`config.mk`:
```
export PLATFORM = sky130hd
export DESIGN_NAME = mem_stage_lsu
export DESIGN_NICKNAME = d
export VERILOG_FILES = /design/src/rtl/mem_stage_lsu.sv
export SDC_FILE = /design/constraint.sdc
export NUM_CORES = 2
export LEC_CHECK = 0
export BUFFER_PORTS_ARGS = -buffer_cell sky130_fd_sc_hd__buf_4
export CAP_MARGIN = 15
export CELL_PAD_IN_SITES_DETAIL_PLACEMENT = 1
export CELL_PAD_IN_SITES_GLOBAL_PLACEMENT = 2
export CORE_MARGIN = 1
export CORE_UTILIZATION = 38
export CTS_CLUSTER_SIZE = 10
export DETAILED_ROUTE_END_ITERATION = 10
export PLACE_DENSITY = 0.87
export SLEW_MARGIN = 20
export SYNTH_ARGS = -nofsm -noshare
export SYNTH_HDL_FRONTEND = slang
export SYNTH_SLANG_ARGS = --single-unit
```
`constraint.sdc`:
```
create_clock -name clk -period 3.6 [get_ports clk]
set_input_delay 0.72 -clock clk [delete_from_list [all_inputs] [get_ports clk]]
set_output_delay 0.72 -clock clk [all_outputs]
set_load 0.05 [all_outputs]
```
`src/rtl/mem_stage_lsu.sv`:
```
// ============================================================================
// Module   : mem_stage_lsu
// Brief    : MIPS MEM stage with byte-addressed load/store unit, multi-cycle
//            memory latency with stall handshake, and MEM/WB register.
// Revision : 1.0 - initial release
// ============================================================================
`default_nettype none

module mem_stage_lsu #(
    parameter int DATA_W  = 32,
    parameter int DEPTH   = 32,
    parameter int ADDR_W  = 5,
    parameter int MEM_LAT = 1
) (
    input  logic              clk,
    input  logic              i_reset_n,
    input  logic              i_valid,
    input  logic [DATA_W-1:0] i_ALU_res,
    input  logic [DATA_W-1:0] i_rt_reg,
    input  logic [4:0]        i_addr_reg_dst,
    input  logic [DATA_W-1:0] i_pc_to_reg,
    input  logic              is_RegWrite,
    input  logic              is_MemtoReg,
    input  logic              is_write_pc,
    input  logic              is_stop_pipe,
    input  logic              is_MemRead,
    input  logic              is_MemWrite,
    input  logic [2:0]        is_load_store_type,
    output logic              o_stall,
    output logic              o_valid,
    output logic [DATA_W-1:0] o_output_mem,
    output logic [DATA_W-1:0] o_ALU_res,
    output logic [4:0]        o_addr_reg_dst,
    output logic [DATA_W-1:0] o_pc_to_reg,
    output logic              os_RegWrite,
    output logic              os_MemtoReg,
    output logic              os_write_pc,
    output logic              os_stop_pipe,
    output logic              o_misalign,
    input  logic [ADDR_W-1:0] i_dbg_addr,
    output logic [DATA_W-1:0] o_dbg_data
);

    localparam int c_CNT_W = (MEM_LAT > 1) ? $clog2(MEM_LAT) : 1;
    localparam logic [c_CNT_W-1:0] c_CNT_INIT = c_CNT_W'(MEM_LAT - 1);

    typedef enum logic [0:0] {
        S_IDLE   = 1'b0,
        S_ACCESS = 1'b1
    } state_t;

    state_t              r_state;
    logic [c_CNT_W-1:0]  r_cnt;
    logic [DATA_W-1:0]   r_mem [DEPTH];

    // Instruction latched at IDLE->ACCESS; upstream changes are ignored afterwards.
    logic [DATA_W-1:0]   r_alu;
    logic [DATA_W-1:0]   r_rt;
    logic [DATA_W-1:0]   r_pc;
    logic [4:0]          r_dst;
    logic [2:0]          r_type;
    logic                r_load;
    logic                r_regwrite;
    logic                r_memtoreg;
    logic                r_write_pc;
    logic                r_stop_pipe;

    logic [1:0]          w_lane;
    logic [ADDR_W-1:0]   w_widx;
    logic                w_is_b;
    logic                w_is_h;
    logic                w_unsigned;
    logic                w_misalign;
    logic [4:0]          w_shift;
    logic [DATA_W-1:0]   w_mask;
    logic [DATA_W-1:0]   w_wdata;
    logic [DATA_W-1:0]   w_rd_word;
    logic [DATA_W-1:0]   w_rd_shift;
    logic [DATA_W-1:0]   w_load_data;
    logic                w_commit;
    logic                w_mem_we;

    assign w_lane     = r_alu[1:0];
    assign w_widx     = r_alu[ADDR_W+1:2];
    assign w_is_b     = (r_type == 3'b000) || (r_type == 3'b100);
    assign w_is_h     = (r_type == 3'b001) || (r_type == 3'b101);
    assign w_unsigned = r_type[2];
    assign w_misalign = (w_is_h & w_lane[0]) | (~w_is_b & ~w_is_h & (w_lane != 2'b00));
    assign w_commit   = (r_state == S_ACCESS) && (r_cnt == '0);
    assign w_mem_we   = w_commit & ~r_load & ~w_misalign;

    always_comb begin
        w_shift = 5'd0;
        w_mask  = '1;
        if (w_is_b) begin
            w_shift = {w_lane, 3'b000};
            w_mask  = DATA_W'(8'hFF) << w_shift;
        end else if (w_is_h) begin
            w_shift = {w_lane[1], 4'b0000};
            w_mask  = DATA_W'(16'hFFFF) << w_shift;
        end
    end

    assign w_wdata    = r_rt << w_shift;
    assign w_rd_word  = r_mem[w_widx];
    assign w_rd_shift = w_rd_word >> w_shift;

    always_comb begin
        w_load_data = w_rd_shift;
        if (w_is_b) begin
            w_load_data = w_unsigned ? DATA_W'(w_rd_shift[7:0])
                                     : {{(DATA_W-8){w_rd_shift[7]}}, w_rd_shift[7:0]};
        end else if (w_is_h) begin
            w_load_data = w_unsigned ? DATA_W'(w_rd_shift[15:0])
                                     : {{(DATA_W-16){w_rd_shift[15]}}, w_rd_shift[15:0]};
        end
    end

    assign o_dbg_data = r_mem[i_dbg_addr];

    always_ff @(posedge clk or negedge i_reset_n) begin
        if (!i_reset_n) begin
            for (int i = 0; i < DEPTH; i++) begin
                r_mem[i] <= '0;
            end
        end else if (w_mem_we) begin
            r_mem[w_widx] <= (w_rd_word & ~w_mask) | (w_wdata & w_mask);
        end
    end

    always_ff @(posedge clk or negedge i_reset_n) begin
        if (!i_reset_n) begin
            r_state        <= S_IDLE;
            r_cnt          <= '0;
            r_alu          <= '0;
            r_rt           <= '0;
            r_pc           <= '0;
            r_dst          <= '0;
            r_type         <= '0;
            r_load         <= 1'b0;
            r_regwrite     <= 1'b0;
            r_memtoreg     <= 1'b0;
            r_write_pc     <= 1'b0;
            r_stop_pipe    <= 1'b0;
            o_stall        <= 1'b0;
            o_valid        <= 1'b0;
            o_output_mem   <= '0;
            o_ALU_res      <= '0;
            o_addr_reg_dst <= '0;
            o_pc_to_reg    <= '0;
            os_RegWrite    <= 1'b0;
            os_MemtoReg    <= 1'b0;
            os_write_pc    <= 1'b0;
            os_stop_pipe   <= 1'b0;
            o_misalign     <= 1'b0;
        end else begin
            case (r_state)
                S_IDLE: begin
                    if (i_valid && (is_MemRead || is_MemWrite)) begin
                        r_state     <= S_ACCESS;
                        r_cnt       <= c_CNT_INIT;
                        r_alu       <= i_ALU_res;
                        r_rt        <= i_rt_reg;
                        r_pc        <= i_pc_to_reg;
                        r_dst       <= i_addr_reg_dst;
                        r_type      <= is_load_store_type;
                        r_load      <= is_MemRead;
                        r_regwrite  <= is_RegWrite;
                        r_memtoreg  <= is_MemtoReg;
                        r_write_pc  <= is_write_pc;
                        r_stop_pipe <= is_stop_pipe;
                        o_stall     <= 1'b1;
                        o_valid     <= 1'b0;
                    end else begin
                        o_valid        <= i_valid;
                        o_output_mem   <= '0;
                        o_ALU_res      <= i_ALU_res;
                        o_addr_reg_dst <= i_addr_reg_dst;
                        o_pc_to_reg    <= i_pc_to_reg;
                        os_RegWrite    <= i_valid & is_RegWrite;
                        os_MemtoReg    <= i_valid & is_MemtoReg;
                        os_write_pc    <= i_valid & is_write_pc;
                        os_stop_pipe   <= i_valid & is_stop_pipe;
                        o_misalign     <= 1'b0;
                    end
                end
                S_ACCESS: begin
                    if (r_cnt == '0) begin
                        r_state        <= S_IDLE;
                        o_stall        <= 1'b0;
                        o_valid        <= 1'b1;
                        o_output_mem   <= (r_load && !w_misalign) ? w_load_data : '0;
                        o_ALU_res      <= r_alu;
                        o_addr_reg_dst <= r_dst;
                        o_pc_to_reg    <= r_pc;
                        os_RegWrite    <= r_regwrite & ~w_misalign;
                        os_MemtoReg    <= r_memtoreg;
                        os_write_pc    <= r_write_pc;
                        os_stop_pipe   <= r_stop_pipe;
                        o_misalign     <= w_misalign;
                    end else begin
                        r_cnt <= r_cnt - 1'b1;
                    end
                end
                default: r_state <= S_IDLE;
            endcase
        end
    end

endmodule

`default_nettype wire

```
==> results.yml <==
setup_path:
  end_kind: "output pin"
  crit_path_start_kind: "input port"
  worstSetupPathType: "in -> out"
  rr_startpoint: "r_alu[3]$_DFFE_PN0P_"
  crit_arrival_ns: 2.88
  cp_max_fo: 13
  worstPathRequired_ns: 2.88
  critPathLaunch: "i_dbg_addr[0]"
global_routing:
  antenna_found_initial: 10
  grt_max_degree: 115
  grt_overflow_total: 0
  grt_pass1_vias: 53550
  grt_first_pass_wirelength_um: 374400
  grt_usage_pct: 30.35
layout:
  nets: 6064
  largest_reg_flops: 1024
  fill_cells: 17520
  regMostFlops: "r_mem"
  layout-drive-gt1-share_pct: 28.46
  areaGrowthSynthToFinish_pct: 18.44
route:
  vias_per_cell: 6.290
  drt-total-wl_um: 258300
  drt-pass1-iter-count: 9
  postRouteAntennaNets: 0
  vias: 51550
  drc: 168
  drt_iter0_markers: 5969
  wl_per_cell_um: 31.52
synthesis:
  synth_edf_count: 0
  netlist_area_mm2: 0.06321
  netlist-cell-type-count: 61
  async_reset_ff_share_pct: 100.0
  ys_warn_count: 0
  synth-seq-cells: 1242
  ys_seq_area_share_pct: 49.17
  syn_inst: 5628
  synth_flop_cell: "dfrtp_1"
  synth_top_area_share_pct: 49.17
  yosysTopAreaCell: "dfrtp_1"
  synth_area_per_cell_um2: 11.23
  synth_fp_nets: 5746
  synth_area_leaders: "dfrtp_1 49%, mux4_2 15%, nand2_1 8.7%"
place:
  io_buffers: 257
  place_hpwl_um: 170500
  routabilityCongestion: 0.9383
sta:
  drv_slew: 0
  worstMarginPinSlew_ns: 0.9930
  fmax_ghz: 0.2778
  hold_violations: 0
  hold_ws_ns: 0.09119
  timing.final.crit_period_ns: 3.600
  finalSetupViolCount: 0
  fin_skew_ns: 0.03266
  period_share_pct: 99.99
  relSlewSlack_pct: 33.10
clocking:
  clkTransAtPathRegs_ns: 0.05
  clock-sinks: 1242
  cts_tree: "yes"
  clock_path_buffers: 3
  htreeDepth: 4
  numCtsBuffers: 149
  clk_latency_ns: 0.83
  cts-root-buf: "clkbuf_16"
power:
  peakVddDrop_v: 0.0003465
  powerDensity_mw_per_mm2: 558.6
  total_power_mw: 41.82
  leakagePower_nw: 33.93
die:
  fp.dieH_um: 409.9
  initial_core_util_pct: 38.31
  die_area_mm2: 0.1680
  rows: 149
  coreArea_mm2: 0.1650
  ioPinCount: 258
  die_x_um: 409.9
min_path:
  hold_class: "in -> reg"
  worstHoldStart: "i_rt_reg[28]"
job:
  drv_cap: 0
outcome:
  failed_checks: "design-rule violations"
  status: "finished with violations"
-- final cells by class --
class	count	area [um^2]	share of cell area (%)
tap	2189	2739	3.659
inverter	12	50.05	0.06685
antenna	2	5.005	0.006685
multi-input combinational	3857	30140	40.27
timing repair buffer	684	6549	8.748
clock buffer	187	4013	5.360
sequential	1242	31090	41.53
clock inverter	22	270.3	0.3610
-- layout by cell type, fill, tap and decap left out, drive strengths merged, types with 5 or more instances in the layout --
| master | Yosys | layout |
|---|---|---|
| nand2 | 1465 | 1465 |
| dfrtp | 1242 | 1242 |
| o21ai | 720 | 720 |
| buf | 155 | 678 |
| mux4 | 428 | 428 |
| mux2i | 398 | 398 |
| mux2 | 341 | 341 |
| clkbuf | 362 | 192 |
| o22ai | 159 | 159 |
| nor2 | 69 | 69 |
| nand3 | 52 | 52 |
| nor4 | 38 | 38 |
| a22oi | 28 | 28 |
| a21oi | 28 | 28 |
| o211ai | 18 | 18 |
| inv | 11 | 17 |
| clkinv | 1 | 16 |
| nor2b | 11 | 11 |
| a21o | 8 | 8 |
| nand2b | 8 | 8 |
| a32oi | 7 | 7 |
| nand4bb | 6 | 6 |
| nand4 | 6 | 6 |
| and2 | 5 | 5 |
| a211oi | 5 | 5 |
| or3 | 5 | 5 |
| a31oi | 5 | 5 |
-- cells in the mapped netlist, types with 4 or more instances --
cell / instances
a22o_1: 4
buf_2: 61
buf_1: 46
nand2_1: 1465
nor2b_1: 11
a21o_1: 8
mux4_1: 17
buf_6: 28
inv_1: 10
nor3_1: 4
or3_1: 5
clkbuf_1: 362
a32oi_1: 7
a21oi_1: 28
buf_4: 17
dfrtp_1: 1242
and2_1: 5
nand4bb_1: 6
nor2_1: 69
mux2_2: 340
o21ai_0: 712
o22ai_1: 159
nand3_1: 52
mux4_2: 411
a211oi_1: 5
o21ai_1: 8
nor4_1: 38
nand4_1: 5
o211ai_1: 17
a22oi_1: 28
a31oi_1: 5
mux2i_1: 398
nand2b_1: 8
-- what timing repair did --
item / 4_1_cts / 5_1_grt
cloned: 1 / 5
pin swaps: 0 / 1
hold buffers: 1 / 0
hold endpoints to repair: 52 / 0
setup endpoints to repair: 29 / 268
gates resized for setup: 17 / 37
setup buffers: 0 / 19
-- logic make-up after synthesis --
group           share of synthesized area (%)
compound gates                          8.712
buf+inv                                 3.757
flops                                   49.17
mux                                     27.73
simple gates                            10.63
-- per-stage QoR --
step / setup WS [ns] / instance area, um^2 / instances / util [%] / TNS (ns)
2_1_floorplan: 0.06944 / 63240 / 5628 / - / 0
3_3_place_gp: -0.08730 / 70020 / 7959 / 42.44 / -0.1771
3_5_place_dp: -0.1004 / 70040 / 7959 / 42.45 / -0.4465
4_1_cts: -0.05100 / 74440 / 8170 / 45.12 / -0.2069
5_1_grt: -0.008113 / 74860 / 8193 / 45.37 / -0.01296
6_report: 0.0003109 / 74860 / 8195 / 45.37 / 0
-- metal layers --
| metal | GRT usage, % | vias up | wire length [um] |
|---|---|---|---|
| met2 | 46.35 | 3007 | 116800 |
| li1 | - | 20770 | - |
| met4 | 17.70 | 10 | 17570 |
| met5 | 0 | - | 62 |
| met1 | 39.03 | 26900 | 97610 |
| met3 | 7.774 | 859 | 26270 |
-- worst paths after layout --
kind | cells past startpoint | end | slack [ns]
max in group asynchronous | 3 | r_mem[262]$_DFFE_PN0P_ | 1.95
setup / recovery | 7 | o_dbg_data[14] | 0.0003
setup reg to reg | 11 | r_mem[622]$_DFFE_PN0P_ | 0.02
hold / removal | 3 | r_rt[28]$_DFFE_PN0P_ | 0.09
min in group asynchronous | 2 | r_mem[122]$_DFFE_PN0P_ | 0.48
hold reg to reg | 2 | r_stop_pipe$_DFFE_PN0P_ | 0.47
-- where the power goes --
group / internal [mW] / total, mW / switching [mW]
combinational: 4.12 / 10.4 / 6.25
sequential: 15.8 / 17.5 / 1.70
clock: 7.80 / 13.9 / 6.14
-- worst max-delay path, stage by stage --
cell and delay [ns]:
buf_16 0.16, buf_16 0.21, buf_6 0.18, mux4_2 0.52
mux4_2 0.47, mux2_4 0.34, buf_4 0.21
Note: power is estimated with default switching activity, not from simulation.
